`src/rtl/mips_multicycle_ctrl.sv`:
```
`default_nettype none
// ============================================================================
// Module   : mips_multicycle_ctrl
// Brief    : Multicycle MIPS control sequencer (fetch/decode/execute/mem/wb)
// Revision : 1.0 - initial release
// ============================================================================
module mips_multicycle_ctrl #(
    parameter int WAIT_LIMIT = 0
) (
    input  logic        clk,
    input  logic        reset,
    input  logic [31:0] instr,
    input  logic        zero,
    input  logic        mem_ready,
    input  logic        syscall_done,
    output logic        pc_write,
    output logic        ir_write,
    output logic        mem_req,
    output logic        mem_write,
    output logic        iord,
    output logic        reg_write,
    output logic [1:0]  reg_dst,
    output logic [1:0]  mem_to_reg,
    output logic        alu_src_a,
    output logic [1:0]  alu_src_b,
    output logic [2:0]  alu_op,
    output logic [1:0]  pc_source,
    output logic        syscall_req,
    output logic        illegal,
    output logic        bus_error,
    output logic [3:0]  state
);

    typedef enum logic [3:0] {
        S_FETCH     = 4'd0,
        S_DECODE    = 4'd1,
        S_MEM_ADDR  = 4'd2,
        S_MEM_READ  = 4'd3,
        S_MEM_WB    = 4'd4,
        S_MEM_WRITE = 4'd5,
        S_R_EXEC    = 4'd6,
        S_R_WB      = 4'd7,
        S_BRANCH    = 4'd8,
        S_JUMP      = 4'd9,
        S_I_EXEC    = 4'd10,
        S_I_WB      = 4'd11,
        S_SYSCALL   = 4'd12,
        S_HALT      = 4'd13
    } state_t;

    localparam logic [5:0] c_op_special = 6'h00;
    localparam logic [5:0] c_op_j       = 6'h02;
    localparam logic [5:0] c_op_jal     = 6'h03;
    localparam logic [5:0] c_op_beq     = 6'h04;
    localparam logic [5:0] c_op_bne     = 6'h05;
    localparam logic [5:0] c_op_addi    = 6'h08;
    localparam logic [5:0] c_op_addiu   = 6'h09;
    localparam logic [5:0] c_op_ori     = 6'h0D;
    localparam logic [5:0] c_op_lui     = 6'h0F;
    localparam logic [5:0] c_op_lw      = 6'h23;
    localparam logic [5:0] c_op_sw      = 6'h2B;
    localparam logic [5:0] c_fn_jr      = 6'h08;
    localparam logic [5:0] c_fn_syscall = 6'h0C;
    localparam logic [5:0] c_fn_add     = 6'h20;
    localparam logic [5:0] c_fn_sub     = 6'h22;
    localparam logic [5:0] c_fn_and     = 6'h24;
    localparam logic [5:0] c_fn_or      = 6'h25;
    localparam logic [5:0] c_fn_slt     = 6'h2A;

    localparam int CNT_W = (WAIT_LIMIT > 0) ? $clog2(WAIT_LIMIT + 1) : 1;

    state_t             state_q, state_d;
    logic [CNT_W-1:0]   wait_cnt_q, wait_cnt_d;
    logic               illegal_q, illegal_d;
    logic               bus_error_q, bus_error_d;
    logic [5:0]         w_op;
    logic [5:0]         w_fn;
    logic               w_mem_state;
    logic               w_timeout;

    assign w_op        = instr[31:26];
    assign w_fn        = instr[5:0];
    assign w_mem_state = (state_q == S_FETCH) || (state_q == S_MEM_READ) ||
                         (state_q == S_MEM_WRITE);

    // Timeout fires on the cycle whose stall would bring the count to the limit.
    generate
        if (WAIT_LIMIT > 0) begin : g_limit
            assign w_timeout = w_mem_state && !mem_ready &&
                               (wait_cnt_q == CNT_W'(WAIT_LIMIT - 1));
        end else begin : g_unlimited
            assign w_timeout = 1'b0;
        end
    endgenerate

    always_ff @(posedge clk or posedge reset) begin
        if (reset) begin
            state_q     <= S_FETCH;
            wait_cnt_q  <= '0;
            illegal_q   <= 1'b0;
            bus_error_q <= 1'b0;
        end else begin
            state_q     <= state_d;
            wait_cnt_q  <= wait_cnt_d;
            illegal_q   <= illegal_d;
            bus_error_q <= bus_error_d;
        end
    end

    always_comb begin
        state_d     = state_q;
        pc_write    = 1'b0;
        ir_write    = 1'b0;
        mem_req     = 1'b0;
        mem_write   = 1'b0;
        iord        = 1'b0;
        reg_write   = 1'b0;
        reg_dst     = 2'd0;
        mem_to_reg  = 2'd0;
        alu_src_a   = 1'b0;
        alu_src_b   = 2'd0;
        alu_op      = 3'b000;
        pc_source   = 2'd0;
        syscall_req = 1'b0;

        case (state_q)
            S_FETCH: begin
                mem_req   = 1'b1;
                alu_src_b = 2'd1;
                alu_op    = 3'b010;
                if (mem_ready) begin
                    ir_write = 1'b1;
                    pc_write = 1'b1;
                    state_d  = S_DECODE;
                end else if (w_timeout) begin
                    state_d = S_HALT;
                end
            end
            S_DECODE: begin
                alu_src_b = 2'd3;
                alu_op    = 3'b010;
                if (instr == 32'd0) begin
                    state_d = S_FETCH;
                end else begin
                    case (w_op)
                        c_op_lw, c_op_sw:                      state_d = S_MEM_ADDR;
                        c_op_addi, c_op_addiu, c_op_ori, c_op_lui: state_d = S_I_EXEC;
                        c_op_beq, c_op_bne:                    state_d = S_BRANCH;
                        c_op_j, c_op_jal:                      state_d = S_JUMP;
                        c_op_special: begin
                            case (w_fn)
                                c_fn_add, c_fn_sub, c_fn_and,
                                c_fn_or, c_fn_slt: state_d = S_R_EXEC;
                                c_fn_jr:           state_d = S_JUMP;
                                c_fn_syscall:      state_d = S_SYSCALL;
                                default:           state_d = S_HALT;
                            endcase
                        end
                        default: state_d = S_HALT;
                    endcase
                end
            end
            S_MEM_ADDR: begin
                alu_src_a = 1'b1;
                alu_src_b = 2'd2;
                alu_op    = 3'b010;
                state_d   = (w_op == c_op_sw) ? S_MEM_WRITE : S_MEM_READ;
            end
            S_MEM_READ: begin
                mem_req = 1'b1;
                iord    = 1'b1;
                if (mem_ready)      state_d = S_MEM_WB;
                else if (w_timeout) state_d = S_HALT;
            end
            S_MEM_WB: begin
                reg_write  = 1'b1;
                mem_to_reg = 2'd1;
                state_d    = S_FETCH;
            end
            S_MEM_WRITE: begin
                mem_req   = 1'b1;
                mem_write = 1'b1;
                iord      = 1'b1;
                if (mem_ready)      state_d = S_FETCH;
                else if (w_timeout) state_d = S_HALT;
            end
            S_R_EXEC: begin
                alu_src_a = 1'b1;
                case (w_fn)
                    c_fn_sub: alu_op = 3'b110;
                    c_fn_and: alu_op = 3'b000;
                    c_fn_or:  alu_op = 3'b001;
                    c_fn_slt: alu_op = 3'b111;
                    default:  alu_op = 3'b010;
                endcase
                state_d = S_R_WB;
            end
            S_R_WB: begin
                reg_write = 1'b1;
                reg_dst   = 2'd1;
                state_d   = S_FETCH;
            end
            S_BRANCH: begin
                alu_src_a = 1'b1;
                alu_op    = 3'b110;
                pc_source = 2'd1;
                pc_write  = (w_op == c_op_bne) ? ~zero : zero;
                state_d   = S_FETCH;
            end
            S_JUMP: begin
                pc_write  = 1'b1;
                pc_source = (w_op == c_op_special) ? 2'd3 : 2'd2;
                if (w_op == c_op_jal) begin
                    reg_write  = 1'b1;
                    reg_dst    = 2'd2;
                    mem_to_reg = 2'd2;
                end
                state_d = S_FETCH;
            end
            S_I_EXEC: begin
                alu_src_a = 1'b1;
                alu_src_b = 2'd2;
                case (w_op)
                    c_op_ori: alu_op = 3'b001;
                    c_op_lui: alu_op = 3'b011;
                    default:  alu_op = 3'b010;
                endcase
                state_d = S_I_WB;
            end
            S_I_WB: begin
                reg_write = 1'b1;
                state_d   = S_FETCH;
            end
            S_SYSCALL: begin
                syscall_req = 1'b1;
                if (syscall_done) state_d = S_FETCH;
            end
            S_HALT:  state_d = S_HALT;
            default: state_d = S_FETCH;
        endcase

        // Strobes are forced low combinationally so a mid-cycle reset kills them at once.
        if (reset) begin
            pc_write    = 1'b0;
            ir_write    = 1'b0;
            mem_req     = 1'b0;
            mem_write   = 1'b0;
            iord        = 1'b0;
            reg_write   = 1'b0;
            reg_dst     = 2'd0;
            mem_to_reg  = 2'd0;
            alu_src_a   = 1'b0;
            alu_src_b   = 2'd0;
            alu_op      = 3'b000;
            pc_source   = 2'd0;
            syscall_req = 1'b0;
        end
    end

    always_comb begin
        wait_cnt_d = wait_cnt_q;
        if (state_d != state_q) begin
            wait_cnt_d = '0;
        end else if (w_mem_state && !mem_ready) begin
            wait_cnt_d = wait_cnt_q + 1'b1;
        end
        illegal_d   = illegal_q | ((state_q == S_DECODE) && (state_d == S_HALT));
        bus_error_d = bus_error_q | w_timeout;
    end

    assign state     = state_q;
    assign illegal   = illegal_q;
    assign bus_error = bus_error_q;

endmodule
`default_nettype wire

```
`config.mk`:
```
export PLATFORM = sky130hd
export DESIGN_NAME = mips_multicycle_ctrl
export DESIGN_NICKNAME = d
export VERILOG_FILES = /design/src/rtl/mips_multicycle_ctrl.sv
export SDC_FILE = /design/constraint.sdc
export NUM_CORES = 1
export LEC_CHECK = 0
export ABC_AREA = 1
export CAP_MARGIN = 15
export CORE_UTILIZATION = 37
export DETAILED_ROUTE_END_ITERATION = 6
export PLACE_DENSITY_LB_ADDON = 0.1
export SETUP_SLACK_MARGIN = 0.02
export SLEW_MARGIN = 20
export SYNTH_ARGS = -nofsm -noshare
export SYNTH_HDL_FRONTEND = slang
export SYNTH_SLANG_ARGS = --single-unit
```
`constraint.sdc`:
```
create_clock -name clk -period 2 [get_ports clk]
set_clock_uncertainty 0.1 [all_clocks]
set_input_delay 0.3 -clock clk [delete_from_list [all_inputs] [get_ports clk]]
set_output_delay 0.3 -clock clk [all_outputs]
set_load 0.005 [all_outputs]
```
==> results of run 1 <==
worst reg2reg max path: cells and delay by family (launching register included):
kind / cells / cell delay (ns)
compound gates: 1 / 0.12
buf+inv: 2 / 0.29
flops: 1 / 0.39
simple gates: 8 / 0.82
flip-flops by register name, indices dropped and copies added, names as in the netlist:
register / count
illegal: 1
state: 4
per-stage QoR:
stage	power (mW)	TNS, ns	utilization (%)	setup slack, ns	instance area (sq um)
5_1_grt	1.99	-0.183	85.9	-0.0816	2190
3_5_place_dp	1.43	-3.65	77.4	-0.464	1970
4_1_cts	1.70	-0.0176	84.5	-0.0176	2150
2_1_floorplan	0.752	0	-	0.357	1020
3_3_place_gp	1.41	-3.36	77.4	-0.433	1970
6_report	1.89	0	85.9	0.0306	2190
final cells by class:
type	instances	area [sq um]
inverters	34	130
flip-flops and latches	5	126
clock buffers	4	26.3
well taps	30	37.5
repair buffers	117	966
multi-input cells	155	901
fillers	162	358
path summary, 6_finish.rpt:
kind / start / endpoint / slack, ns / cells past startpoint
min: illegal$_DFF_PP0_ / illegal$_DFF_PP0_ / 0.39 / 2
min reg2reg: illegal$_DFF_PP0_ / illegal$_DFF_PP0_ / 0.39 / 2
max reg2reg: state[2]$_DFF_PP0_ / illegal$_DFF_PP0_ / 0.21 / 11
max: state[1]$_DFF_PP0_ / pc_write / 0.03 / 9
max in group asynchronous: reset / state[0]$_DFF_PP0_ / 1.28 / 4
min in group asynchronous: reset / state[1]$_DFF_PP0_ / 0.41 / 4
report_power, final:
group	internal, mW	switching (mW)	leakage, nW
Clock	0.0751	0.0368	0.0150
Sequential	0.140	0.0477	0.0595
Combinational	0.759	0.826	1.06
Total	0.975	0.911	1.14
layer usage:
metal / vias up / routed length (um) / part of all wire (%)
met4: 0 / 235 / 4.9
met2: 114 / 2400 / 50
met5: - / 0 / 0
li1: 866 / - / -
met3: 24 / 355 / 7.4
met1: 769 / 1830 / 38
synth_stat cells, drive strengths merged:
cell      n  share of area, %
nand2    54                23
nor2     51                23
inv      33                12
nand3    17               8.4
nor3      8               4.4
a21oi     6               3.3
dfrtp     5                12
nand4     5               3.1
a31oi     3               1.8
o21ai     3               1.5
clkbuf    2              0.74
nand3b    2               1.5
nor4      2               1.2
buf       1              0.74
clkinv    1              0.37
conb      1              0.37
o2111ai   1              0.86
o221ai    1              0.86
o31ai     1              0.74
kinds of logic after synthesis:
kind of cell           Yosys count  share of synthesized area [%]
flip-flops                       5                           12.3
buffers and inverters           37                           14.0
AND/OR/NAND/NOR                139                           64.2
AO/OA/AOI/OAI                   15                           9.10
other                            1                          0.369
repair_timing:
| action | 4_1_cts | 5_1_grt |
|---|---|---|
| setup endpoints to repair | 19 | 11 |
| resized for setup | 86 | 24 |
| buffers inserted | 9 | 4 |
| gates cloned | 0 | 0 |
| hold endpoints to repair | 0 | 0 |
| pin swaps | 18 | 8 |
==> flow_metrics.py, run 1 <==
metrics = {
    "cells_and_area": {
        "diodes": 0,
        "final_cell_count_no_fill": 345,
        "drive_gt1_share_pct": 41.3,
        "syn_to_final_growth_pct": 115,
        "mostFrequentLayoutCell": "buf_4",
        "finalNetCount": 353,
        "final_cell_mix": "buf_4, nand2_1, nor2_1",
    },
    "placed_design": {
        "gp_congestion": 0.877,
        "dp_hpwl_um": 2980,
        "dp.cells": 328,
        "io_buffer_count": 60,
    },
    "setup_path": {
        "crit_family": "buffers and inverters",
        "endpoint_kind": "output port",
        "path_buf_inv": 4,
        "worstPathRequired_ns": 1.60,
        "crit_type": "reg2out",
        "slowest_stage": "dfrtp_1",
        "arrival_ns": 1.57,
        "max_stage_delay_ns": 0.39,
        "cp-start-kind": "flip-flop",
        "crit_fanout": 4,
        "path_cells": "buf_4 > nor2_4 > inv_2 > nor2_4 > inv_2 > a21oi_2 > o21ai_1 > a31oi_1 > buf_2",
    },
    "grt": {
        "use_met1_pct": 33.4,
        "met3_usage_pct": 3.06,
        "busiest_layer": "met2",
        "grt_use_total_pct": 30.7,
        "antenna_found_initial": 0,
        "grt_pass1_vias": 1601,
        "grt_pass1_wl_um": 6610,
        "overflow": 0,
        "grt_use_met2_pct": 55.9,
        "grt_max_degree": 11,
    },
    "drt": {
        "ant_nets": 0,
        "dr.pass1.iters": 4,
        "drc": 0,
        "routed-via-count": 1773,
        "drtIter0Drc": 71,
        "wl_per_cell_um": 14.0,
        "viasPerCell": 5.14,
        "wl_um": 4820,
    },
    "sta": {
        "drv_slew": 0,
        "rsz0062_at_grt": "true",
        "min_period_ns": 1.97,
        "fmax_mhz": 508,
        "finalHoldViolCount": 0,
        "final-setup-viol-count": 0,
        "whs_ns": 0.386,
        "finalCritPeriodShare_pct": 98.5,
    },
    "clocking": {
        "htreeDepth": 1,
        "cts_tree": "yes",
        "cts_hold_buffers": 0,
        "clock_latency_ns": 0.24,
        "clockRootBuffer": "clkbuf_4",
        "cts_sinks": 5,
        "numCtsBuffers": 3,
        "clk_pin_slew_ns": 0.04,
        "cts_buffer_depth": 2,
    },
    "power_and_ir_drop": {
        "power.density_nw_per_um2": 862,
        "irDropWorstVdd_mv": 1.26,
        "p_leak_nw": 1.14,
    },
    "synthesis": {
        "ys_warn_count": 0,
        "synthesis.nets": 234,
        "syn_area_sq_um": 1020,
        "synth_cell_types": 27,
        "avgSynthCellArea_sq_um": 5.16,
        "synthCells": 197,
        "synth_seq_cells": 5,
        "ys_seq_area_share_pct": 12.3,
    },
    "min_path": {
        "hold_path_class": "reg2reg",
    },
    "floorplanning": {
        "core_sq_um": 2540,
        "io-pin-count": 62,
        "die_area_sq_um": 2960,
        "rows": 18,
        "fp.dieH_um": 54.4,
        "start_util_pct": 40.0,
        "die_x_um": 54.4,
    },
    "run_status": {
        "status": "completed",
    },
    "flow_run": {
        "drv_cap": 0,
    },
}
Note: power is estimated with default switching activity, not from simulation.
==> run 2, diff against run 1 <==
--- a/config.mk
+++ b/config.mk
@@ -9,9 +9,10 @@
 export CAP_MARGIN = 15
 export CORE_UTILIZATION = 37
 export DETAILED_ROUTE_END_ITERATION = 6
+export MAX_ROUTING_LAYER = met4
 export PLACE_DENSITY_LB_ADDON = 0.1
 export SETUP_SLACK_MARGIN = 0.02
-export SLEW_MARGIN = 20
+export SLEW_MARGIN = 40
 export SYNTH_ARGS = -nofsm -noshare
 export SYNTH_HDL_FRONTEND = slang
 export SYNTH_SLANG_ARGS = --single-unit
==> flow_metrics.py, run 2 (same netlist as run 1, synthesis figures left out) <==
metrics = {
    "run_status": {
        "status": "completed",
    },
    "placed_design": {
        "pre_cts_slack_ns": -0.464,
        "dp_hpwl_um": 2980,
        "io_buffer_count": 60,
        "gp_congestion": 0.892,
    },
    "clocking": {
        "clockRootBuffer": "clkbuf_4",
        "clock_latency_ns": 0.24,
        "htreeDepth": 1,
        "cts_buffer_depth": 2,
        "clk_pin_slew_ns": 0.04,
        "cts_sinks": 5,
        "numCtsBuffers": 3,
        "cts_tree": "yes",
        "cts_hold_buffers": 0,
    },
    "grt": {
        "grt_max_degree": 11,
        "grt_pass1_wl_um": 6640,
        "grt_pass1_vias": 1595,
        "antenna_found_initial": 0,
        "overflow": 0,
        "grt_use_total_pct": 31.7,
    },
    "setup_path": {
        "path_buf_inv": 5,
        "path_cells": "inv_2 > nor2_2 > inv_2 > buf_6 > nor2_4 > inv_2 > a21oi_2 > o21ai_1 > a31oi_1 > buf_2",
        "cp-start-kind": "flip-flop",
        "slowest_stage": "dfrtp_1",
        "endpoint_kind": "output port",
        "max_stage_delay_ns": 0.35,
        "crit_type": "reg2out",
        "worstPathRequired_ns": 1.60,
        "critPathMostFrequentCell": "inv_2",
        "crit_fanout": 4,
        "crit_family": "buffers and inverters",
        "arrival_ns": 1.57,
    },
    "floorplanning": {
        "die_x_um": 54.4,
        "rows": 18,
        "die_area_sq_um": 2960,
        "start_util_pct": 40.0,
        "io-pin-count": 62,
        "fp.dieH_um": 54.4,
        "core_sq_um": 2540,
    },
    "cells_and_area": {
        "mostFrequentLayoutCell": "buf_4",
        "drive_gt1_share_pct": 41.3,
        "final_cell_mix": "buf_4, nand2_1, nor2_1",
        "finalNetCount": 353,
        "syn_to_final_growth_pct": 115,
        "diodes": 0,
        "fillers": 162,
        "largest_reg_flops": 4,
    },
    "drt": {
        "viasPerCell": 5.28,
        "wl_um": 4810,
        "ant_nets": 0,
        "wl_per_cell_um": 13.9,
        "dr.pass1.iters": 4,
        "drc": 0,
        "drtIter0Drc": 67,
        "routed-via-count": 1822,
    },
    "sta": {
        "final-setup-viol-count": 0,
        "rsz0062_at_grt": "true",
        "layout_setup_ws_ns": 0.0292,
        "fmax_mhz": 507,
        "min_period_ns": 1.97,
        "whs_ns": 0.386,
        "fin_setup_tns_ns": 0,
        "drv_slew": 0,
        "finalCritPeriodShare_pct": 98.5,
        "finalHoldViolCount": 0,
    },
    "power_and_ir_drop": {
        "power_mw": 1.88,
        "power.density_nw_per_um2": 861,
        "p_leak_nw": 1.14,
        "irDropWorstVdd_mv": 1.25,
    },
    "min_path": {
        "hold_path_class": "reg2reg",
    },
    "flow_run": {
        "drv_cap": 0,
    },
}
==> run 2: cell counts in the layout (fill, tap and decap cells not counted) <==
No cell type changed its count.
==> run 2: path summary, 6_finish.rpt <==
path	from	endpoint	slack, ns	cells past startpoint
max	state[3]$_DFF_PP0_	pc_write	0.03	10
min in group asynchronous	reset	state[1]$_DFF_PP0_	0.40	4
max in group asynchronous	reset	state[0]$_DFF_PP0_	1.28	4
min reg2reg	illegal$_DFF_PP0_	illegal$_DFF_PP0_	0.39	2
max reg2reg	state[2]$_DFF_PP0_	illegal$_DFF_PP0_	0.21	11
min	illegal$_DFF_PP0_	illegal$_DFF_PP0_	0.39	2
==> run 2: area by class of cell <==
type | instances | area (sq um) | share of cell area, %
Sequential cell | 5 | 126 | 5.78
Tap cell | 30 | 37.5 | 1.72
Timing Repair Buffer | 117 | 966 | 44.2
Clock buffer | 4 | 26.3 | 1.20
Inverter | 34 | 130 | 5.95
Multi-Input combinational cell | 155 | 901 | 41.2
==> run 2: worst reg2reg max path: cells and delay by family, from the launching register on <==
family,cells,cell delay (ns)
AOI/OAI and AO/OA,1,0.12
buffers and inverters,2,0.29
DFF,1,0.39
and+or+nand+nor,8,0.82
==> run 2: metrics by stage <==
| stage | util [%] | area (sq um) | std cells |
|---|---|---|---|
| finish | 85.9 | 2190 | 345 |
| detailed placement | 77.4 | 1970 | 328 |
| floorplan | - | 1020 | 197 |
| global route | 85.9 | 2190 | 345 |
| CTS | 84.5 | 2150 | 341 |
| global placement | 77.4 | 1970 | 328 |
==> run 2: routing by layer <==
metal / wire length (um) / GRT usage, % / up-vias
met5: 0 / - / -
met4: 240 / 18.4 / 0
met3: 374 / 3.33 / 35
met2: 2380 / 56.3 / 131
met1: 1810 / 33.7 / 790
li1: - / - / 866
==> run 2: where the power goes <==
group | switching (mW) | leakage, nW | total (mW) | internal, mW
Sequential | 0.0478 | 0.0595 | 0.188 | 0.140
Clock | 0.0368 | 0.0150 | 0.112 | 0.0751
Combinational | 0.824 | 1.06 | 1.58 | 0.759
==> run 2: what timing repair did <==
action,in CTS,in global routing
setup endpoints to repair,19,11
pin swaps,18,8
resized for setup,86,24
setup buffers,9,4
==> run 3, diff against run 2 <==
--- a/config.mk
+++ b/config.mk
@@ -7,6 +7,7 @@
 export LEC_CHECK = 0
 export ABC_AREA = 1
 export CAP_MARGIN = 15
+export CORE_ASPECT_RATIO = 1.25
 export CORE_UTILIZATION = 37
 export DETAILED_ROUTE_END_ITERATION = 6
 export MAX_ROUTING_LAYER = met4
==> flow_metrics.py, run 3 (same netlist as run 1, synthesis figures left out) <==
metrics = {
    "floorplanning": {
        "die_area_sq_um": 2960,
        "io-pin-count": 62,
        "start_util_pct": 40.2,
        "die_x_um": 48.9,
        "fp.dieH_um": 60.6,
        "rows": 20,
        "core_sq_um": 2530,
    },
    "run_status": {
        "status": "finished with violations",
        "violations": "setup timing",
    },
    "drt": {
        "wl_per_cell_um": 10.9,
        "viasPerCell": 5.00,
        "top_layer": "met4",
        "drc": 0,
        "routed-via-count": 1710,
        "wl_um": 3730,
        "wl_met3_um": 184,
        "drtIter0Drc": 59,
        "routed-wl-met2_um": 2030,
        "ant_nets": 0,
        "drt-met1-wl_um": 1410,
        "dr.pass1.iters": 4,
    },
    "cells_and_area": {
        "mostFrequentLayoutCell": "buf_4",
        "largest_reg_flops": 4,
        "diodes": 0,
        "fillers": 188,
        "final_cell_count_no_fill": 342,
        "fin_util_pct": 83.1,
        "multi_input_area_sq_um": 843,
        "register_area_sq_um": 129,
        "syn_to_final_growth_pct": 106,
        "finalNetCount": 347,
        "drive_gt1_share_pct": 38.8,
        "final_cell_mix": "buf_4, nand2_1, nor2_1",
    },
    "placed_design": {
        "io_buffer_count": 60,
        "dp.cells": 332,
        "pre_cts_slack_ns": -0.440,
        "dp_hpwl_um": 2840,
        "gp_congestion": 0.906,
    },
    "sta": {
        "fmax_mhz": 490,
        "drv_slew": 0,
        "rsz0062_at_grt": "true",
        "whs_ns": 0.280,
        "finalCritPeriodShare_pct": 102,
        "min_period_ns": 2.04,
        "layout_setup_ws_ns": -0.0419,
        "final-setup-viol-count": 2,
        "finalHoldViolCount": 0,
    },
    "clocking": {
        "htreeDepth": 1,
        "clockRootBuffer": "clkbuf_4",
        "clock_latency_ns": 0.24,
        "clk_pin_slew_ns": 0.05,
        "cts_hold_buffers": 0,
        "cts_buffer_depth": 2,
        "numCtsBuffers": 3,
        "cts_sinks": 5,
        "cts_tree": "yes",
    },
    "flow_run": {
        "drv_cap": 0,
    },
    "power_and_ir_drop": {
        "pwr-share-clk_pct": 6.9,
        "p_int_mw": 0.943,
        "switching_share_pct": 45.6,
        "p_leak_nw": 1.08,
        "p_comb_share_pct": 81.2,
        "seqPwrFrac_pct": 11.9,
        "power.density_nw_per_um2": 826,
        "p_sw_mw": 0.791,
        "irDropWorstVdd_mv": 0.713,
    },
    "grt": {
        "antenna_found_initial": 0,
        "grt_max_degree": 10,
        "grt_pass1_vias": 1586,
        "grt_pass1_wl_um": 5960,
        "overflow": 0,
        "grt_use_total_pct": 26.2,
    },
    "setup_path": {
        "worstPathRequired_ns": 1.60,
        "reg2reg_from": "state[3]$_DFF_PP0_",
        "crit_fanout": 4,
        "timing.rr.end": "illegal$_DFF_PP0_",
        "crit_type": "reg2out",
        "arrival_ns": 1.64,
        "endpoint_kind": "output port",
        "rr_worst_depth": 10,
        "r2r_setup_slack_ns": 0.34,
        "cp-start-kind": "flip-flop",
    },
    "min_path": {
        "hold_path_class": "in2async",
    },
}
==> run 3: cell count changes in the layout (fill, tap and decap cells not counted), sizes merged <==
cell	previous run	this run
buf	63	54
clkbuf	10	12
clkdlybuf4s15	2	1
clkdlybuf4s50	29	32
dlygate4sd2	17	14
dlymetal6s2s	0	2
==> run 3: worst max-delay path: stages (launching register included) <==
cell and delay, ns:
dfrtp_2 0.46, nor2_4 0.17, inv_2 0.06, nor2_4 0.11, buf_6 0.12, inv_4 0.03
o221ai_2 0.16, nand3_1 0.10, inv_1 0.08, buf_2 0.11
==> run 3: what timing repair did <==
item / CTS / global route
resized for setup: 57 / 34
pin swaps: 10 / 8
setup endpoints to repair: 19 / 14
setup buffers: 5 / 1
==> run 3: how the worst max path moves through the flow <==
stage                       startpoint   endpoint  slack, ns  cells after the start
floorplan           state[0]$_DFF_PP0_   pc_write       0.36                      7
global placement             instr[31]  reg_write      -0.41                      7
detailed placement           instr[28]  reg_write      -0.44                      7
CTS                 state[1]$_DFF_PP0_  alu_op[0]      0.008                     10
global route        state[0]$_DFF_PP0_  alu_op[0]      -0.09                      9
finish              state[0]$_DFF_PP0_  alu_op[0]      -0.04                      9
==> run 3: per-layer routing <==
| metal | track usage [%] | up-vias |
|---|---|---|
| met5 | - | - |
| met4 | 14.7 | 0 |
| met3 | 1.00 | 16 |
| met2 | 51.6 | 93 |
| met1 | 26.3 | 750 |
| li1 | - | 851 |
==> run 3: through the flow <==
step	instance area, sq um	setup TNS, ns	power [mW]
after floorplan	1020	0	0.752
after global placement	1980	-3.64	1.44
after detailed placement	1980	-3.97	1.45
after CTS	2090	0	1.64
after global routing	2100	-0.131	1.86
final	2100	-0.0805	1.73
==> run 3: layout make-up <==
| cell class | count | share of cell area (%) |
|---|---|---|
| clock buffers | 4 | 1.25 |
| inverters | 34 | 6.32 |
| multi-input cells | 155 | 40.2 |
| flip-flops and latches | 5 | 6.14 |
| well taps | 33 | 1.97 |
| repair buffers | 111 | 44.2 |
==> run 3: power by group through the flow <==
stage / sequential [mW] / clock (mW) / combinational [mW]
6_report: 0.207 / 0.119 / 1.41
5_1_grt: 0.208 / 0.134 / 1.52
4_1_cts: 0.195 / 0.119 / 1.33
3_5_place_dp: 0.191 / 0 / 1.26
3_3_place_gp: 0.187 / 0 / 1.25
2_1_floorplan: 0.207 / 0 / 0.545
